## src/rtl/if_fetch_buffer.sv

```systemverilog
// Instruction-fetch stage: single-outstanding req/ack read on instruction memory feeding a
// show-ahead {pc, instr} FIFO drained by ID with valid/ready; flush discards queued and in-flight fetches.
module if_fetch_buffer #(
    parameter int DEPTH = 4,
    parameter int PTR_W = 2
) (
    input  logic             clk_i,
    input  logic             rst_i,
    input  logic             start_i,
    input  logic [31:0]      pc_i,
    output logic             pc_adv_o,
    output logic             imem_req_o,
    output logic [31:0]      imem_addr_o,
    input  logic             imem_ack_i,
    input  logic [31:0]      imem_data_i,
    input  logic             flush_i,
    output logic             id_valid_o,
    input  logic             id_ready_i,
    output logic [31:0]      id_instr_o,
    output logic [31:0]      id_pc_o,
    output logic [PTR_W:0]   count_o
);

    typedef enum logic [1:0] {
        IDLE = 2'd0,
        REQ  = 2'd1,
        KILL = 2'd2
    } state_t;

    localparam logic [PTR_W:0] DEPTH_C = (PTR_W + 1)'(DEPTH);

    state_t            state_q, state_d;
    logic              req_d;
    logic [31:0]       addr_d;
    logic              issue, push, pop;

    logic [31:0]       pc_mem    [DEPTH];
    logic [31:0]       instr_mem [DEPTH];
    logic [PTR_W-1:0]  rd_ptr_q, wr_ptr_q;
    logic [PTR_W:0]    count_q;

    // Full check uses the count before this cycle's pop, so push can never hit a full FIFO.
    assign issue    = start_i & ~flush_i & (count_q < DEPTH_C);
    assign push     = (state_q == REQ) & imem_ack_i & ~flush_i;
    assign pop      = id_valid_o & id_ready_i & ~flush_i;
    assign pc_adv_o = push;

    always_comb begin
        // NOTE: every variable gets its default before the case so no path infers a latch.
        state_d = state_q;
        req_d   = imem_req_o;
        addr_d  = imem_addr_o;
        case (state_q)
            IDLE: begin
                if (issue) begin
                    state_d = REQ;
                    req_d   = 1'b1;
                    addr_d  = pc_i;
                end
            end
            REQ: begin
                if (imem_ack_i) begin
                    state_d = IDLE;
                    req_d   = 1'b0;
                end else if (flush_i) begin
                    state_d = KILL;
                end
            end
            KILL: begin
                // Memory must still complete the abandoned read; its data is discarded.
                if (imem_ack_i) begin
                    state_d = IDLE;
                    req_d   = 1'b0;
                end
            end
            default: begin
                state_d = IDLE;
                req_d   = 1'b0;
            end
        endcase
    end

    // NOTE: state registers use non-blocking assignments so every flop samples pre-edge values.
    always_ff @(posedge clk_i) begin
        if (rst_i) begin
            state_q     <= IDLE;
            imem_req_o  <= 1'b0;
            imem_addr_o <= '0;
        end else begin
            state_q     <= state_d;
            imem_req_o  <= req_d;
            imem_addr_o <= addr_d;
        end
    end

    always_ff @(posedge clk_i) begin
        if (rst_i || flush_i) begin
            rd_ptr_q <= '0;
            wr_ptr_q <= '0;
            count_q  <= '0;
        end else begin
            if (push) wr_ptr_q <= wr_ptr_q + PTR_W'(1);
            if (pop)  rd_ptr_q <= rd_ptr_q + PTR_W'(1);
            case ({push, pop})
                2'b10:   count_q <= count_q + (PTR_W + 1)'(1);
                2'b01:   count_q <= count_q - (PTR_W + 1)'(1);
                default: count_q <= count_q;
            endcase
        end
    end

    // NOTE: storage is not reset; count_q alone decides which entries are meaningful.
    always_ff @(posedge clk_i) begin
        if (push) begin
            pc_mem[wr_ptr_q]    <= imem_addr_o;
            instr_mem[wr_ptr_q] <= imem_data_i;
        end
    end

    assign id_valid_o = (count_q != '0);
    assign id_pc_o    = id_valid_o ? pc_mem[rd_ptr_q]    : 32'h0;
    assign id_instr_o = id_valid_o ? instr_mem[rd_ptr_q] : 32'h0;
    assign count_o    = count_q;

endmodule

```

## config.mk

```make
export PLATFORM = sky130hd
export DESIGN_NAME = if_fetch_buffer
export DESIGN_NICKNAME = d
export VERILOG_FILES = /design/src/rtl/if_fetch_buffer.sv
export SDC_FILE = /design/constraint.sdc
export NUM_CORES = 1
export LEC_CHECK = 0
export BUFFER_PORTS_ARGS = -buffer_cell sky130_fd_sc_hd__buf_2
export CAP_MARGIN = 0
export CORE_MARGIN = 2
export CORE_UTILIZATION = 40
export CTS_CLUSTER_DIAMETER = 150
export DETAILED_ROUTE_END_ITERATION = 8
export GPL_ROUTABILITY_DRIVEN = 0
export PLACE_DENSITY = 0.58
export SYNTH_ARGS = -nofsm -noshare
export SYNTH_HDL_FRONTEND = slang
export SYNTH_SLANG_ARGS = --single-unit
export TNS_END_PERCENT = 20
```

## constraint.sdc

```tcl
create_clock -name clk_i -period 3.3 [get_ports clk_i]
set_input_delay 0.66 -clock clk_i [delete_from_list [all_inputs] [get_ports clk_i]]
set_output_delay 0.66 -clock clk_i [all_outputs]
set_load 0.1 [all_outputs]
```

==> impl_results.md <==
* Final Hold Viols at 0
* Via count of the routed design at approximately 6,000
* Cells on Worst Hold Path at 1
* Leading cell type by number of instances after synthesis: edfxtp_1
* Clock tree root buffer cell: clkbuf_16
* Global-route wire length before repair at ~36,000 µm
* Worst reg2reg path endpoint: count_o[2]$_SDFFE_PP0P_
* Met2 wire length at approximately 12,000 µm
* Total half-perimeter wirelength after legalization and detailed placement at between 10,000 and 15,000 µm
* Max-slew violations at 0
* Number of DRC violations after detailed-routing iteration 0 at just over 400
* Number of hold-repair buffers added at the cts stage at 0
* Mean number of vias per cell at just under 5
* Design Power at slightly above 8 mW
* I/O Buffers at between 150 and 200
* Unrepaired setup endpoints after global routing: false
* Worst R2R Path Depth at 11
* Met1 Routed Length at 10,300 µm
* Filler cells at 2,468
* Die boundary width at about 170 µm
* Final worst-path cycle share at a little over nine tenths
* Worst-skew pair later-pin latency at between 0.5 and 0.6 ns
* Type of origin of the critical path: flip-flop
* Number of sinks handled by clock tree synthesis at 300
* Combined global-route utilization of all metal layers at between 10% and 20%
* Wire length on met3 at 1270 µm
* Number of antenna-violating nets in the routed design at 0
* Per-cell routed wire length at 19.6 µm
* Cells after Synth at 622
* Synthesis Warnings at 0
* CTS buffer count at 30
* Layout Utilization at 48.4%
* Tightest Hold Check Type: input pin to flip-flop
* Setup TNS Final at 0 ns
* Async S/R FF share, synth at 0%
* Maximum number of buffers from clock root to sink at 3
* Largest net degree at the start of global routing at 67
* CTS H-tree lvls at 1
* Highest metal layer with signal wires: met5
* Boundary Pins at between 150 and 200
* Headroom to the max-slew limit at about 43%
* Hold path start: imem_data_i[2]
* Peak supply drop at 0.294 mV
* Post-layout nets at between 800 and 900
* Final setup violation count at 0
* Tmin final at approximately 3.1 ns
* Area of the mapped netlist at between 10,000 and 15,000 µm²
* Top cell types by occurrence after synthesis: edfxtp_1, and2_1, nand2_1, mux4_2, dfxtp_1
* Yosys top cell by area: edfxtp_1
* Layout area overhead at 20.1%
* Setup Crit Path Kind: flip-flop to output port
* Fraction of layout instances using a drive strength above 1 at 36.4%
* Buffers inserted by post-CTS timing repair at 0
* Starting Density at between 40% and 50%
* Clock tree from TritonCTS: done
* Area share of the largest cell type after synthesis at about two thirds
* Max FO, Critical Path at 16
* Worst setup slack for register-to-register paths at 1.03 ns
* WP data required at around 2.6 ns
* Start of the worst register-to-register path: state_q[1]$_SDFFE_PP0P_
* Antenna violations before repair at 1
* CTS clock-pin slew for the worst setup and hold paths at approximately 0.06 ns
* Dominant cells by area after synthesis: edfxtp_1, mux4_2, dfxtp_1, and2_1, nand2_1
* CTS-repair resized insts at 0
* Detailed-route DRC error count at 0
* Core outline area at about 29,000 µm²
* Sequential cell area in the final layout at 8580 µm²
* DR pass1 iterations at 5
* Measured slew at the worst slew-check pin at ~0.85 ns
* Outcome: finished clean
* Area of the multi-input gates at ~2700 µm²
* Number of inserted diodes at 0
* Row cnt at 62
* Endpoint with the worst hold slack: instr_mem[0][2]$_DFFE_PP_
* Count of flip-flops with a built-in enable after synthesis at 256
* Highest attainable clock frequency at 320 MHz
* Overflow left after global routing at 0
* Netlist cell types at 30
* Crit path capture type: output port
* Pwr Density at roughly 580 nW/µm²
* Area of the die at 30,200 µm²
* Max-capacitance violation count at 0
* Mean Syn Cell Area at about 19 µm²
* Sequential area share after synthesis at between 70% and 80%
* Worst Clk Skew at between 0.01 and 0.015 ns
* Routed wire length at 23,700 µm
* Total of flip-flops plus latches after synthesis at 300
* Arr. time, crit path at roughly 2.5 ns
* Vias in the first global route at between 6,000 and 7,000
* Post-synth top flop: edfxtp_1
* Nets in the synthesized netlist at 701
* Leakage Power at 4.93 nW
* Die boundary height at between 150 and 200 µm
## worst max path at each step
stage / start / to / slack [ns]
after floorplan: count_o[2]$_SDFFE_PP0P_ / id_instr_o[22] / 0.006
after global placement: flip-flop / id_instr_o[31] / 0.68
after detailed placement: flip-flop / id_instr_o[31] / 0.68
after CTS: flip-flop / id_instr_o[31] / 0.10
after global routing: flip-flop / id_instr_o[18] / 0.03
final: flip-flop / id_instr_o[31] / 0.17
## routing by layer
layer	vias to the layer above	track usage (%)
li1	2744	-
met1	3086	20.6
met2	173	27.1
met3	33	3.14
met4	2	3.43
met5	-	0
## cell families after synthesis
kind of cell,Yosys count,share of synthesized area (%)
DFF,300,74.4
and+or+nand+nor,159,6.93
muxes,64,12.7
AOI/OAI and AO/OA,43,1.91
buffers and inverters,42,2.65
adders and majority gates,9,1.04
xor gates and xnor gates,5,0.380
## worst max-delay path: stages, from the launching register on
cell and delay, ns:
dfxtp_4 0.58, buf_4 0.32, mux4_1 0.57, and2_1 0.16
buf_2 0.29
## flip-flops by register name, indices dropped and copies added, names as in the netlist, named ones only
name,count
imem_addr_o,32
imem_req_o,1
count_o,3
state_q,2
wr_ptr_q,2
rd_ptr_q,2
pc_mem,128
instr_mem,128
## through the flow
stage,std cells,hold WS [ns],instance area (µm²),worst slack (ns)
2_1_floorplan,622,0.470,11500,0.00608
3_3_place_gp,1158,0.479,12800,0.677
3_5_place_dp,1158,0.502,12800,0.679
4_1_cts,1214,0.307,13800,0.102
5_1_grt,1214,0.311,13800,0.0305
6_report,1214,0.338,13800,0.174
## cell usage in the layout (no fill, tap or decap), drive strengths merged
cell      Yosys  final
nand2b        1      1
or2           1      1
nand2        69     69
bufinv        0      4
edfxtp      256    256
nor2b         2      2
dfxtp        44     44
nor2         11     11
inv           9      9
mux4         64     64
and2         69     69
clkinvlp      0      1
nand4         1      1
clkinv        0      5
clkbuf       15     46
ha            8      8
xor2          4      4
or3           2      2
buf          18    185
a211oi        1      1
nor3b         1      1
xnor2         1      1
o21a          1      1
nand3         1      1
o21ai         3      3
a21oi        38     38
nor3          1      1
fa            1      1
## where the power goes
group	total (mW)	switching, mW	internal, mW	leakage, nW
Sequential	4.17	0.0337	4.14	2.70
Clock	3.50	1.33	2.16	0.507
Combinational	0.377	0.295	0.0823	1.73
Total	8.05	1.66	6.39	4.93
## final cells by class
| cell class | instances | share of cell area, % |
|---|---|---|
| clock buffers | 46 | 6.45 |
| well taps | 384 | 3.48 |
| inverters | 9 | 0.244 |
| multi-input cells | 280 | 19.2 |
| flip-flops and latches | 300 | 62.0 |
| repair buffers | 185 | 7.49 |
| clock inverters | 10 | 1.09 |
Power figures use the tool's default switching activity.
